$ cat src/rtl/draw_scheduler.sv
// draw_scheduler: arbitrates the VGA write port between three drawing clients and a full-screen clear engine.
module draw_scheduler #(
  parameter logic [7:0] X_SCREEN_PIXELS = 8'd160,
  parameter logic [6:0] Y_SCREEN_PIXELS = 7'd120
) (
  input  logic        clk,
  input  logic        reset,
  input  logic        clear_req,
  input  logic [2:0]  req,
  input  logic [23:0] c_x,
  input  logic [20:0] c_y,
  input  logic [8:0]  c_colour,
  input  logic [2:0]  c_plot,
  input  logic [2:0]  c_done,
  output logic [2:0]  gnt,
  output logic [7:0]  x,
  output logic [6:0]  y,
  output logic [2:0]  colour,
  output logic        plot,
  output logic        clear_busy,
  output logic        clear_done
);
  typedef enum logic [1:0] {IDLE, CLEAR, GRANT} state_t;
  state_t state_q, state_d;
  logic [2:0] gnt_q, gnt_d, colour_q, colour_d, ccol;
  logic [7:0] x_q, x_d, xc_q, xc_d, cx;
  logic [6:0] y_q, y_d, yc_q, yc_d, cy;
  logic plot_q, plot_d, busy_q, busy_d, done_q, done_d, pend_q, pend_d;
  logic [1:0] last_q, last_d, idx_q, idx_d, c1, c2, pick;
  function automatic logic [1:0] inc3(input logic [1:0] a);
    return (a == 2'd2) ? 2'd0 : a + 2'd1;
  endfunction
  always_comb begin
    c1 = inc3(last_q);
    c2 = inc3(c1);
    pick = req[c1] ? c1 : req[c2] ? c2 : last_q;
    cx = (idx_q == 2'd0) ? c_x[7:0] : (idx_q == 2'd1) ? c_x[15:8] : c_x[23:16];
    cy = (idx_q == 2'd0) ? c_y[6:0] : (idx_q == 2'd1) ? c_y[13:7] : c_y[20:14];
    ccol = (idx_q == 2'd0) ? c_colour[2:0] : (idx_q == 2'd1) ? c_colour[5:3] : c_colour[8:6];
    state_d = state_q;
    gnt_d = gnt_q;
    x_d = x_q;
    y_d = y_q;
    colour_d = colour_q;
    plot_d = plot_q;
    busy_d = busy_q;
    done_d = 1'b0;
    pend_d = pend_q | clear_req;
    last_d = last_q;
    idx_d = idx_q;
    xc_d = xc_q;
    yc_d = yc_q;
    case (state_q)
      IDLE: begin
        gnt_d = 3'b000;
        x_d = 8'd0;
        y_d = 7'd0;
        colour_d = 3'd0;
        plot_d = 1'b0;
        busy_d = 1'b0;
        if (pend_q || clear_req) begin
          state_d = CLEAR;
          pend_d = 1'b0;
          xc_d = 8'd0;
          yc_d = 7'd0;
          plot_d = 1'b1;
          busy_d = 1'b1;
        end else if (|req) begin
          state_d = GRANT;
          idx_d = pick;
          gnt_d = 3'b001 << pick;
        end
      end
      CLEAR: begin
        if (xc_q == X_SCREEN_PIXELS - 8'd1 && yc_q == Y_SCREEN_PIXELS - 7'd1) begin
          state_d = IDLE;
          done_d = 1'b1;
          busy_d = 1'b0;
          plot_d = 1'b0;
          xc_d = 8'd0;
          yc_d = 7'd0;
          x_d = 8'd0;
          y_d = 7'd0;
        end else begin
          xc_d = (xc_q == X_SCREEN_PIXELS - 8'd1) ? 8'd0 : xc_q + 8'd1;
          yc_d = (xc_q == X_SCREEN_PIXELS - 8'd1) ? yc_q + 7'd1 : yc_q;
          x_d = xc_d;
          y_d = yc_d;
          colour_d = 3'd0;
          plot_d = 1'b1;
          busy_d = 1'b1;
        end
      end
      GRANT: begin
        if (c_done[idx_q] || !req[idx_q]) begin
          state_d = IDLE;
          gnt_d = 3'b000;
          plot_d = 1'b0;
          last_d = idx_q;
        end else begin
          x_d = cx;
          y_d = cy;
          colour_d = ccol;
          plot_d = c_plot[idx_q] && (cx < X_SCREEN_PIXELS) && (cy < Y_SCREEN_PIXELS);
        end
      end
      default: state_d = IDLE;
    endcase
  end
  always_ff @(posedge clk) begin
    if (reset) begin
      state_q <= IDLE;
      gnt_q <= 3'b000;
      x_q <= 8'd0;
      y_q <= 7'd0;
      colour_q <= 3'd0;
      plot_q <= 1'b0;
      busy_q <= 1'b0;
      done_q <= 1'b0;
      pend_q <= 1'b0;
      last_q <= 2'd2;
      idx_q <= 2'd0;
      xc_q <= 8'd0;
      yc_q <= 7'd0;
    end else begin
      state_q <= state_d;
      gnt_q <= gnt_d;
      x_q <= x_d;
      y_q <= y_d;
      colour_q <= colour_d;
      plot_q <= plot_d;
      busy_q <= busy_d;
      done_q <= done_d;
      pend_q <= pend_d;
      last_q <= last_d;
      idx_q <= idx_d;
      xc_q <= xc_d;
      yc_q <= yc_d;
    end
  end
  assign gnt = gnt_q;
  assign x = x_q;
  assign y = y_q;
  assign colour = colour_q;
  assign plot = plot_q;
  assign clear_busy = busy_q;
  assign clear_done = done_q;
endmodule

$ cat config.mk
export PLATFORM = sky130hd
export DESIGN_NAME = draw_scheduler
export DESIGN_NICKNAME = d
export VERILOG_FILES = /design/src/rtl/draw_scheduler.sv
export SDC_FILE = /design/constraint.sdc
export NUM_CORES = 1
export LEC_CHECK = 0
export CAP_MARGIN = 20
export CORE_UTILIZATION = 42
export CTS_CLUSTER_DIAMETER = 200
export DETAILED_ROUTE_END_ITERATION = 10
export PLACE_DENSITY = 0.72
export SLEW_MARGIN = 20
export SYNTH_ARGS = -nofsm -noshare
export SYNTH_HDL_FRONTEND = slang
export SYNTH_SLANG_ARGS = --single-unit
$ cat constraint.sdc
create_clock -name clk -period 2 [get_ports clk]
set_input_delay 0.5 -clock clk [delete_from_list [all_inputs] [get_ports clk]]
set_output_delay 0.5 -clock clk [all_outputs]
set_load 0.02 [all_outputs]
# Yosys cells after proc, flatten, opt, wreduce, memory -nomap -nowiden
# Cells that the tools add are included.
# word_totals
ff_bits,46
inputBits,66
out_inout_bits,24
elab_cells,111
# op_classes
add_sub_neg,4
order_cmp,5
eq_ne,13
shift,1
n_mux,52
bitwise,3
reduce_logical,20
# op_table
cell,n
8-bit two-way mux,6
7-bit two-way mux,6
8-bit case mux with 3 select lines,1
3-bit two-way mux,7
7-bit case mux with 3 select lines,1
2-bit two-way mux,8
8-bit case mux with 2 select lines,1
7-bit case mux with 2 select lines,1
1-bit two-way mux,11
1-bit binary-select mux with 2-bit select,5
2-bit inequality test (second input constant),5
2-bit by 3-bit < comparator with 1-bit output (second input constant),3
3-bit case mux with 3 select lines,1
3-bit AND reduction,3
8-bit by 1-bit adder with 8-bit output (second input constant),1
8-bit equality test (second input constant),1
8-bit < comparator (second input constant),1
2-bit AND reduction,4
7-bit by 1-bit adder with 7-bit output (second input constant),1
7-bit equality test (second input constant),1
7-bit < comparator (second input constant),1
2-bit equality test (second input constant),3
2-bit case mux with 3 select lines,1
3-bit case mux with 2 select lines,1
16 further kinds,24

# Longest topological paths before layout
# depth
ltp_word,12
mapped_depth,8
depth_no_buf,7

# Least setup slack after synthesis
# OpenSTA, ideal clock, no wires.
# synth_timing
path_type,flip-flop to flip-flop
start,reg xc_q[0]
end,reg yc_q[5]
setup_time_ns,0.075
t_arrival_ns,1.918
required_ns,1.925
slack_ns,0.007
path_stages_with_launch,8
path_buffers,1
period_less_slack_ns,1.993
path_cell_list,dfxtp_1 -> ha_1 -> and4_1 -> buf_2 -> nand3_1 -> or2_1 -> or4_1 -> a31oi_1
# synth_via
elab_chain_cells,4
elab_cells_between_ends,5
classes_between,eq/ne: 1; mux: 3; reduce/logical: 1
# synth_rtl
item,line,text
"start, declared",26,"logic [7:0] x_q, x_d, xc_q, xc_d, cx;"
"start signal, assigned",123,xc_q <= 8'd0;
"start signal, assigned",137,xc_q <= xc_d;
8-bit equality test *,"75, 86",
7-bit two-way mux / 1-bit logical AND (equally long branches),"86, 75",
7-bit two-way mux *,75,if (xc_q == X_SCREEN_PIXELS - 8'd1 && yc_q == Y_SCREEN_PIXELS - 7'd1) begin
7-bit case mux with 2 select lines *,53,case (state_q)
"end signal, assigned",138,yc_q <= yc_d;
"end, declared",27,"logic [6:0] y_q, y_d, yc_q, yc_d, cy;"
# Mark *: on every way between the ends. The rest lies on a longest branch, timed or not.
# A chain may end at the register's enable or synchronous reset.

# Worst setup path after layout
# layout_timing
start,reg yc_q[0]
end,reg colour_q[2] (netlist: colour[2])
# layout_via
elab_chain_cells,4
# layout_rtl
item,line,text
7-bit equality test,75,
1-bit logical AND,75,
2-bit inequality test (no source line),n/a,
3-bit AND reduction (no source line),n/a,
"end signal, assigned",130,colour_q <= colour_d;
"end, declared",25,"logic [2:0] gnt_q, gnt_d, colour_q, colour_d, ccol;"
# No other way between the ends.

==> run_results.csv <==
group,metric,value,unit
grt,grt_pass1_vias,2942,
clock_tree,cts_hold_buf,0,
clock_tree,cts_tree,"yes",
route,routedWlPerCell,16.1,um
worst_hold_path,hp-class,"flip-flop to flip-flop",
clock_tree,cts_buffers,5,
timing,setup_viol,0,
route,via_per_inst,5.53,
yosys,syn_nets,426,
critical_path,start_kind,"flip-flop",
timing,worstMarginPinSlew,0.558,ns
timing,hold_viol,0,
timing,min_period,1.97,ns
yosys,ys.flop_type,"dfxtp_1",
clock_tree,cts-root-buf,"clkbuf_8",
cells_and_area,final_layout_size_suffix_gt1_share,19.7,%
grt,antenna_found_initial,0,
yosys,synth_cell_type_count,60,
critical_path,crit_required,2.20,ns
floorplan,rows,29,
power_and_ir_drop,ir_drop,0.473,mV
yosys,synth-seq-area-share,32.3,%
route,drt_pass1_iterations,8,
clock_tree,path_clk_slew,0.09,ns
cells_and_area,num_antenna_cells,0,
route,routed_wl,9090,um
timing,skew,0.00509,ns
worst_hold_path,min_from,"x[0]",
floorplan,coreArea,6460,um2
critical_path,end_kind,"flip-flop",
cells_and_area,nNetsFinal,558,
clock_tree,clockBufferDepth,2,
route,post-route-drc-count,20,
critical_path,worstSetupStartpoint,"yc_q[0]",
critical_path,arrival,2.17,ns
critical_path,cp_max_fo,5,
cells_and_area,final_cells,564,
place,routabilityCongestion,0.871,
grt,grt_usage,25.1,%
timing,hold_ws,0.462,ns
cells_and_area,fill_cells,537,
yosys,yosysWarnings,0,
floorplan,io_pins,90,
yosys,syn_area,2860,um2
yosys,synth_edf_count,0,
route,via_count,3121,
timing,clock.fmax,0.508,GHz
place,preCtsSetupSlack,-0.394,ns
yosys,ys_async_sr_fraction,0,%
clock_tree,htree_levels,2,
job,drv_cap,0,
yosys,synthCells,354,
yosys,ys_ff_latch,46,
status,status,"finished, violations left",
timing,rsz0062_at_grt,"true",
timing,slew_headroom,61.8,%
cells_and_area,syn_to_final_growth,53.3,%
place,placed_area,4140,um2
critical_path,worstReg2RegStart,"yc_q[0]",
grt,grt_max_degree,24,
cells_and_area,stdcell_area,4380,um2
floorplan,start_util,44.2,%
route,postRouteAntennaNets,0,
timing,period_share,98.5,%
place,place_inst,551,
floorplan,die_x,84.5,um
power_and_ir_drop,p_leak,0.00158,uW
route,drtIter0Drc,197,
place,io_buffers,89,
timing,slew_viol_final,0,
cells_and_area,utilization,67.8,%
place,hpwl,6880,um
clock_tree,cts_sinks,46,
critical_path,path_class,"flip-flop to flip-flop",
power_and_ir_drop,p_per_area,666,nW/um2
floorplan,die_h,84.5,um
grt,grt_pass1_wl,14300,um
grt,overflow,0,
yosys,avgSynthCellArea,8.07,um2
timing,setup_slack,0.0300,ns
status,violations,"DRC",
clock_tree,clkLatencyLatePin,0.30,ns
floorplan,dieArea,7130,um2
-- worst max-delay path: stages (launching register included) --
cell	delay, ns
dfxtp_4	0.38
ha_4	0.13
nand4_1	0.12
or3_4	0.40
o211ai_1	0.42
buf_4	0.20
mux2i_1	0.17
nor2_1	0.05
-- Yosys cell counts (4+ instances only) --
cell | number | area, um2
nand2_1 | 38 | 143
xor2_1 | 5 | 43.8
a31oi_1 | 6 | 37.5
o221ai_1 | 4 | 35.0
buf_2 | 8 | 40.0
or3_1 | 4 | 25.0
ha_1 | 6 | 75.1
o21ai_0 | 32 | 160
or4_1 | 4 | 30.0
xnor2_1 | 4 | 35.0
a22oi_1 | 8 | 60.1
inv_1 | 8 | 30.0
nand3_1 | 11 | 55.1
dfxtp_1 | 46 | 921
clkbuf_1 | 9 | 33.8
nor3_1 | 6 | 30.0
a21oi_1 | 28 | 140
o211ai_1 | 5 | 37.5
mux2_2 | 6 | 67.6
mux2i_1 | 21 | 210
a32oi_1 | 5 | 43.8
nor2_1 | 33 | 124
and2_1 | 4 | 25.0
-- cells by family after synthesis --
| kind of cell | synth area share [%] |
|---|---|
| AOI/OAI and AO/OA | 24.4 |
| xor gates and xnor gates | 2.76 |
| buffers and inverters | 4.29 |
| muxes | 9.73 |
| adders and majority gates | 2.63 |
| DFF | 32.3 |
| and+or+nand+nor | 23.9 |
-- power by group --
part / internal [uW] / total, uW / switching (uW)
Combinational: 646 / 1300 / 652
Clock: 279 / 597 / 317
Sequential: 977 / 1020 / 42.8
Total: 1900 / 2910 / 1010
-- layout make-up --
| cell class | instances | area (um2) | area share [%] |
|---|---|---|---|
| inverter | 9 | 33.8 | 0.772 |
| sequential | 46 | 931 | 21.3 |
| timing repair buffer | 144 | 1330 | 30.3 |
| clock inverter | 1 | 5.00 | 0.114 |
| tap | 77 | 96.3 | 2.20 |
| multi-input combinational | 280 | 1900 | 43.4 |
| clock buffer | 7 | 86.3 | 1.97 |
-- per-stage QoR --
step                      power (uW)  setup TNS, ns
final                           2910              0
after global routing            3080         -0.131
after CTS                       2850              0
after detailed placement        2250          -9.21
after global placement          2230          -7.83
after floorplan                 1660              0
-- what timing repair did --
action / CTS / global route
pin swaps: 3 / 4
buffers inserted: 1 / 4
endpoints found under the hold margin: 0 / 0
setup endpoints to repair: 5 / 28
resized for setup: 4 / 25
gates cloned: 0 / 0
-- sequential cells by signal (all words and copies together) (netlist names) --
register,cells
clear_done,1
state_q,2
gnt,3
xc_q,8
x,8
clear_busy,1
yc_q,7
y,7
idx_q,2
plot,1
colour,3
last_q,2
pend_q,1
-- placed cells by master (no fill, tap or decap), types with 2 or more instances in the layout --
cell type	count
and4_1	2
mux2_2	6
o211ai_1	5
or4b_4	2
buf_4	52
or4_1	4
or3_1	3
nand3_1	10
xnor2_1	4
xor2_1	5
nand2b_1	3
and3_1	2
ha_2	3
a21oi_1	26
dfxtp_1	42
nor2_1	33
nand4_1	2
o41ai_2	2
ha_1	2
o31ai_1	2
mux2i_1	20
a21oi_2	2
clkbuf_8	6
nor2b_1	3
nor4_1	3
and2_1	3
clkdlybuf4s50_1	87
buf_6	2
dfxtp_4	2
nand2_1	38
nor3_1	6
a22oi_1	8
a31oi_1	6
inv_1	8
dfxtp_2	2
a32oi_1	5
nand3b_1	3
o21ai_0	30
o221ai_1	4
-- final timing paths --
kind               end  slack [ns]  depth (start not counted)
min               x[0]        0.46                          2
min reg2reg       x[0]        0.46                          2
max          colour[2]        0.03                          7
max reg2reg  colour[2]        0.03                          7
-- layer usage --
layer / wire (um) / track usage, % / vias to the layer above
li1: - / - / 1574
met1: 4220 / 33.9 / 1454
met2: 4190 / 41.4 / 84
met3: 567 / 3.83 / 9
met4: 114 / 7.86 / 0
met5: 0 / 0 / -
Power figures use the tool's default switching activity.
